==> src/rtl/blink_pkg.sv <==
// Shared definitions for the Blink 64/128 round-tweakey scheduler.
//   BLINK_N         : block / subkey width
//   BLINK_ROUND     : number of rounds (even)
//   BLINK_TWEAK_LEN : tweak width (2*BLINK_N)
//   state_e         : scheduler FSM states
//   rtk_index()     : maps beat counter to round index (forward or reverse)
package blink_pkg;

  localparam int unsigned BLINK_N         = 64;
  localparam int unsigned BLINK_ROUND     = 14;
  localparam int unsigned BLINK_TWEAK_LEN = 128;
  localparam int unsigned BLINK_KEY_LEN   = BLINK_N * (BLINK_ROUND / 2);
  localparam int unsigned CNT_W           = $clog2(BLINK_ROUND);
  localparam int unsigned IDX_W           = 4;

  typedef enum logic [1:0] {
    IDLE = 2'd0,
    RUN  = 2'd1,
    DONE = 2'd2
  } state_e;

  // Decryption walks the rounds backwards.
  function automatic logic [IDX_W-1:0] rtk_index(input logic rev, input logic [CNT_W-1:0] cnt);
    logic [IDX_W-1:0] w_last;
    w_last = IDX_W'(BLINK_ROUND - 1);
    return rev ? (w_last - IDX_W'(cnt)) : IDX_W'(cnt);
  endfunction

endpackage

==> src/rtl/blink_rtk_sched_64_128_if.sv <==
// Round-tweakey stream interface (valid/ready).
//   rtk_valid : subkey valid (master -> slave)
//   rtk_ready : subkey accepted (slave -> master)
//   rtk       : round tweakey
//   rtk_idx   : round index of rtk
//   rtk_last  : final beat of the stream
interface blink_rtk_sched_64_128_if;
  import blink_pkg::*;

  logic               rtk_valid;
  logic               rtk_ready;
  logic [BLINK_N-1:0] rtk;
  logic [IDX_W-1:0]   rtk_idx;
  logic               rtk_last;

  modport master (
    output rtk_valid,
    output rtk,
    output rtk_idx,
    output rtk_last,
    input  rtk_ready
  );

  modport slave (
    input  rtk_valid,
    input  rtk,
    input  rtk_idx,
    input  rtk_last,
    output rtk_ready
  );

endinterface

==> src/rtl/blink_rtk_mux.sv <==
// Combinational round-tweakey former: RTK[r] = key word (r>>1) ^ (r odd ? T_hi : T_lo).
//   i_key   : latched master key, word i at [N*i +: N]
//   i_tweak : latched tweak, {T_hi, T_lo}
//   i_idx   : round index
//   o_rtk   : round tweakey
module blink_rtk_mux
  import blink_pkg::*;
(
  input  logic [BLINK_KEY_LEN-1:0]   i_key,
  input  logic [BLINK_TWEAK_LEN-1:0] i_tweak,
  input  logic [IDX_W-1:0]           i_idx,
  output logic [BLINK_N-1:0]         o_rtk
);

  logic [IDX_W-2:0]   w_word_sel;
  logic [BLINK_N-1:0] w_word;
  logic [BLINK_N-1:0] w_half;

  always_comb begin
    w_word_sel = i_idx[IDX_W-1:1];
    w_word     = i_key[w_word_sel*BLINK_N +: BLINK_N];
    w_half     = i_idx[0] ? i_tweak[2*BLINK_N-1:BLINK_N] : i_tweak[BLINK_N-1:0];
    o_rtk      = w_word ^ w_half;
  end

endmodule

==> src/rtl/blink_rtk_sched_64_128.sv <==
// Sequential round-tweakey scheduler for Blink 64/128. Latches key, tweak and direction
// on start, then streams ROUND subkeys over a valid/ready interface.
//   clk, rst : clock, asynchronous active-low reset
//   start    : request a schedule (sampled in IDLE only)
//   dec      : 1 = reverse round order
//   K0, T    : master key words, tweak
//   busy     : schedule in progress (RUN or DONE)
//   done     : one-cycle pulse after the final beat transfers
//   rtk_if   : subkey stream (master side)
module blink_rtk_sched_64_128
  import blink_pkg::*;
(
  input  logic                       clk,
  input  logic                       rst,
  input  logic                       start,
  input  logic                       dec,
  input  logic [BLINK_KEY_LEN-1:0]   K0,
  input  logic [BLINK_TWEAK_LEN-1:0] T,
  output logic                       busy,
  output logic                       done,
  blink_rtk_sched_64_128_if.master   rtk_if
);

  localparam logic [CNT_W-1:0] LAST_CNT = CNT_W'(BLINK_ROUND - 1);

  state_e                     r_state;
  logic [CNT_W-1:0]           r_cnt;
  logic [BLINK_KEY_LEN-1:0]   r_key;
  logic [BLINK_TWEAK_LEN-1:0] r_tweak;
  logic                       r_dec;

  logic                       w_valid;
  logic [IDX_W-1:0]           w_idx;
  logic [BLINK_N-1:0]         w_rtk;

  always_ff @(posedge clk or negedge rst) begin
    if (!rst) begin
      r_state <= IDLE;
      r_cnt   <= '0;
      r_key   <= '0;
      r_tweak <= '0;
      r_dec   <= 1'b0;
    end else begin
      unique case (r_state)
        IDLE: begin
          if (start) begin
            r_key   <= K0;
            r_tweak <= T;
            r_dec   <= dec;
            r_cnt   <= '0;
            r_state <= RUN;
          end
        end
        RUN: begin
          if (rtk_if.rtk_ready) begin
            r_cnt <= r_cnt + 1'b1;
            if (r_cnt == LAST_CNT) begin
              r_state <= DONE;
            end
          end
        end
        DONE: begin
          r_state <= IDLE;
        end
        default: begin
          r_state <= IDLE;
        end
      endcase
    end
  end

  assign w_idx = rtk_index(r_dec, r_cnt);

  blink_rtk_mux u_mux (
    .i_key   (r_key),
    .i_tweak (r_tweak),
    .i_idx   (w_idx),
    .o_rtk   (w_rtk)
  );

  // All outputs derive from registered state only; data lanes are zeroed when not valid.
  always_comb begin
    w_valid          = (r_state == RUN);
    busy             = (r_state != IDLE);
    done             = (r_state == DONE);
    rtk_if.rtk_valid = w_valid;
    rtk_if.rtk       = w_valid ? w_rtk : '0;
    rtk_if.rtk_idx   = w_valid ? w_idx : '0;
    rtk_if.rtk_last  = w_valid && (r_cnt == LAST_CNT);
  end

endmodule

==> src/flat_wrapper.sv <==
// flat-port wrapper written by rule: the top's interface ports become plain ports
module blink_rtk_sched_64_128_flat import blink_pkg::*;
  (clk, rst, start, dec, K0, T, busy, done, rtk_if_rtk_valid, rtk_if_rtk, rtk_if_rtk_idx, rtk_if_rtk_last, rtk_if_rtk_ready);
  blink_rtk_sched_64_128_if rtk_if_i ();
  input  logic clk;
  input  logic rst;
  input  logic start;
  input  logic dec;
  input  logic [BLINK_KEY_LEN-1:0] K0;
  input  logic [BLINK_TWEAK_LEN-1:0] T;
  output logic busy;
  output logic done;
  output wire logic [$bits(rtk_if_i.rtk_valid)-1:0] rtk_if_rtk_valid;
  output wire logic [$bits(rtk_if_i.rtk)-1:0] rtk_if_rtk;
  output wire logic [$bits(rtk_if_i.rtk_idx)-1:0] rtk_if_rtk_idx;
  output wire logic [$bits(rtk_if_i.rtk_last)-1:0] rtk_if_rtk_last;
  input wire logic [$bits(rtk_if_i.rtk_ready)-1:0] rtk_if_rtk_ready;
  assign rtk_if_rtk_valid = rtk_if_i.rtk_valid;
  assign rtk_if_rtk = rtk_if_i.rtk;
  assign rtk_if_rtk_idx = rtk_if_i.rtk_idx;
  assign rtk_if_rtk_last = rtk_if_i.rtk_last;
  assign rtk_if_i.rtk_ready = rtk_if_rtk_ready;
  blink_rtk_sched_64_128 u_core (.clk(clk), .rst(rst), .start(start), .dec(dec), .K0(K0), .T(T), .busy(busy), .done(done), .rtk_if(rtk_if_i));
endmodule
==> config.mk <==
export PLATFORM = sky130hd
export DESIGN_NAME = blink_rtk_sched_64_128_flat
export DESIGN_NICKNAME = d
export VERILOG_FILES = /design/src/rtl/blink_pkg.sv /design/src/rtl/blink_rtk_sched_64_128_if.sv /design/src/rtl/blink_rtk_mux.sv /design/src/rtl/blink_rtk_sched_64_128.sv /design/src/flat_wrapper.sv
export SDC_FILE = /design/constraint.sdc
export NUM_CORES = 2
export LEC_CHECK = 0
export BUFFER_PORTS_ARGS = -buffer_cell sky130_fd_sc_hd__buf_2
export CORE_AREA = 2 2 256 258
export CTS_CLUSTER_DIAMETER = 50
export CTS_CLUSTER_SIZE = 14
export DETAILED_ROUTE_END_ITERATION = 8
export DIE_AREA = 0 0 258 260
export GPL_TIMING_DRIVEN = 0
export HOLD_SLACK_MARGIN = 0.02
export PLACE_DENSITY = 0.67
export SYNTH_ARGS = -nofsm -noshare
export SYNTH_HDL_FRONTEND = slang
export SYNTH_SLANG_ARGS = --single-unit
export TNS_END_PERCENT = 30
==> constraint.sdc <==
create_clock -name clk -period 7.58 [get_ports clk]
set_clock_uncertainty 0.2 [all_clocks]
set_input_delay 1.137 -clock clk [delete_from_list [all_inputs] [get_ports clk]]
set_output_delay 1.137 -clock clk [all_outputs]
set_load 0.1 [all_outputs]
==> results.sh <==
export IMPL_dpl_cell_area_um2=32400
export IMPL_fmax_mhz=154
export IMPL_overflow=0
export IMPL_fp_dieW_um=258
export IMPL_crit_chain="buf_2, buf_2, buf_2, inv_1, ha_1, mux2i_1, buf_2, buf_2, mux4_2, mux2i_1, mux2i_1, buf_2"
export IMPL_crit_path_end_kind="output port"
export IMPL_htree_levels=3
export IMPL_clockRootBuffer="clkbuf_16"
export IMPL_start_util_pct=43.6
export IMPL_wl_met2_um=44800
export IMPL_synth_compound_area_share_pct=0.0985
export IMPL_setup_slack_ps=1080
export IMPL_drc=0
export IMPL_wl_per_cell_um=24.8
export IMPL_post_cts_resized=0
export IMPL_syn_area_per_cell_um2=14.7
export IMPL_drt_met1_wl_um=35500
export IMPL_vias=18900
export IMPL_drtIter0Drc=1093
export IMPL_synth_seq_cells=583
export IMPL_cts_setup_buffers=0
export IMPL_syn_cell_area_um2=27900
export IMPL_drive_gt1_share_pct=59.7
export IMPL_critPathKind="flop to output port"
export IMPL_rsz0062_at_grt="false"
export IMPL_critical_path_max_stage_delay_ps=510
export IMPL_cp_required_ps=6240
export IMPL_synth_xor_area_share_pct=0.125
export IMPL_antenna_found_initial=60
export IMPL_wl_met3_um=5230
export IMPL_grt_pass1_wl_um=129000
export IMPL_synth_edf_count=0
export IMPL_cp_data_arrival_time_ps=5160
export IMPL_io_pins=653
export IMPL_synthCells=1898
export IMPL_yosys_mux_area_fraction_pct=40.9
export IMPL_synth_net_count=2483
export IMPL_core_um2=64100
export IMPL_cts_buffers_inserted=71
export IMPL_cts_buffer_depth=3
export IMPL_maxSlewHeadroom_pct=19.5
export IMPL_crit_path_frequent_cell="buf_2"
export IMPL_viasPerCell=5.28
export IMPL_hpwlAfterDp_um=67800
export IMPL_chipHeight_um=260
export IMPL_nNetsFinal=3213
export IMPL_setup_viol=0
export IMPL_worstSkewPairLatency_ps=580
export IMPL_io_buffer_count=652
export IMPL_clkSinkCount=583
export IMPL_yosys_warnings=0
export IMPL_r2r_start="u_core.r_state[1]$_DFFE_PN0P_"
export IMPL_nFillCells=5410
export IMPL_path_clk_slew_ps=60
export IMPL_finalCritPeriodShare_pct=85.7
export IMPL_maxCapViolCount=0
export IMPL_hp_class="input pin to asynchronous set/reset pin"
export IMPL_grt_max_degree=121
export IMPL_dr_pass1_iters=5
export IMPL_ant_nets=0
export IMPL_worst_slew_pin_slew_ps=1210
export IMPL_cts_tree="done"
export IMPL_synth_seq_area_share_pct=52.2
export IMPL_syn_to_final_growth_pct=25.2
export IMPL_core_rowCount=93
export IMPL_final_area_um2=35000
export IMPL_highest_layer="met5"
export IMPL_place_ws_ps=1640
export IMPL_die_area_um2=67100
export IMPL_hold_violations=0
export IMPL_async_flop_share_pct=100
export IMPL_critPathSlowestCell="buf_2"
export IMPL_synth_flop_cell="dfrtp_1"
export IMPL_totalWireLength_um=88900
export IMPL_period_minus_slack_ps=6500
export IMPL_drv_slew=0
export IMPL_post_route_util_pct=54.5
export IMPL_critical_path_peak_fanout=10
export IMPL_synthSimpleGateAreaFrac_pct=4.09
export IMPL_synth_top_family_by_area="multiplexers"
export IMPL_grt_pass1_vias=20300
export IMPL_crit_start="u_core.r_cnt[1]$_DFFE_PN0P_"
export IMPL_outcome="completed"
export IMPL_cts_hold_buffers=0
export IMPL_gp_congestion=0.903
export IMPL_grt_usage_pct=26.0
export IMPL_cp_start_kind="flop"
export IMPL_synth_cell_types=28
export IMPL_yosys_area_share_adder_pct=0.179
[cell type report]
type / count / area, µm² / area share, %
antenna: 41 / 103 / 0.293
buffer: 128 / 667 / 1.91
clock buffer: 92 / 2010 / 5.75
clock inverter: 35 / 440 / 1.26
inverter: 2 / 7.51 / 0.0215
multi-input combinational: 1185 / 12700 / 36.2
sequential: 583 / 14600 / 41.7
tap: 855 / 1070 / 3.06
timing repair buffer: 657 / 3410 / 9.75
[routing by layer]
| layer | up-vias | global-route usage, % |
|---|---|---|
| li1 | 8336 | - |
| met1 | 9714 | 32.1 |
| met3 | 180 | 5.73 |
| met4 | 30 | 12.4 |
| met5 | - | 0 |
| met2 | 632 | 43.5 |
[cells in the mapped netlist (4+ instances only)]
library cell / n / area, µm²
ha_1: 4 / 50.1
or2_0: 49 / 307
mux2_4: 49 / 736
mux2_2: 592 / 6670
nor2_1: 6 / 22.5
or2_2: 16 / 100
mux4_2: 64 / 1440
mux2i_1: 257 / 2570
buf_4: 8 / 60.1
buf_6: 6 / 67.6
buf_2: 89 / 445
clkbuf_1: 25 / 93.8
nand2_1: 66 / 248
nand2b_1: 66 / 413
dfrtp_1: 583 / 14600
[metrics by stage]
step                TNS [ps]  hold slack [ps]  std cells
floorplan                  0              275       1898
global placement    -3833360              283       3405
detailed placement         0              291       3410
CTS                        0              176       3537
global route               0              200       3575
finish                     0              211       3578
[registers in the layout, indices dropped and copies added, names as in the netlist]
signal          count
u_core.r_cnt        4
u_core.r_tweak    128
u_core.r_key      448
u_core.r_state      2
u_core.r_dec        1
[cell usage in the layout (no fill, tap or decap), types with 3 or more instances in the layout]
| cell type | netlist | layout |
|---|---|---|
| buf_16 | 0 | 5 |
| buf_2 | 89 | 740 |
| buf_4 | 8 | 8 |
| buf_6 | 6 | 6 |
| bufinv_16 | 0 | 7 |
| clkbuf_1 | 25 | 34 |
| clkbuf_16 | 0 | 74 |
| clkbuf_8 | 0 | 9 |
| clkinv_2 | 0 | 7 |
| clkinv_4 | 0 | 5 |
| clkinvlp_4 | 0 | 3 |
| dfrtp_1 | 583 | 583 |
| diode_2 | 0 | 41 |
| ha_1 | 4 | 4 |
| inv_6 | 0 | 11 |
| mux2_2 | 592 | 592 |
| mux2_4 | 49 | 49 |
| mux2i_1 | 257 | 257 |
| mux4_2 | 64 | 64 |
| nand2_1 | 66 | 66 |
| nand2b_1 | 66 | 66 |
| nor2_1 | 6 | 6 |
| or2_0 | 49 | 49 |
| or2_2 | 16 | 16 |
[worst paths after layout]
check | endpoint | slack, ps | cells past startpoint
max | rtk_if_rtk[38] | 1080 | 12
min in group clk | u_core.r_key[23]$_DFFE_PN0P_ | 300 | 1
min reg2reg | u_core.r_key[23]$_DFFE_PN0P_ | 300 | 1
max in group asynchronous | u_core.r_key[385]$_DFFE_PN0P_ | 5490 | 3
min | u_core.r_tweak[33]$_DFFE_PN0P_ | 210 | 1
max reg2reg | u_core.r_key[150]$_DFFE_PN0P_ | 4790 | 4
[logic make-up (layout without fill, tap and decap cells)]
group / after synthesis / count (layout)
xor+xnor: 4 / 4
other cells: 0 / 41
fa+ha+maj: 4 / 4
mux: 962 / 962
simple gates: 211 / 211
flops: 583 / 583
buf+inv: 130 / 914
compound gates: 4 / 4
[worst max-delay path, delay by kind of cell, from the launching register on]
family | cells | cell delay, ps
flip-flops | 1 | 400
buffers and inverters | 7 | 2680
multiplexers | 4 | 1180
adder cells (fa/ha/maj) | 1 | 310
Power is left out: the tool's default activity adds up to more than one toggle a clock period on the data nets, which glitch-free logic cannot reach.
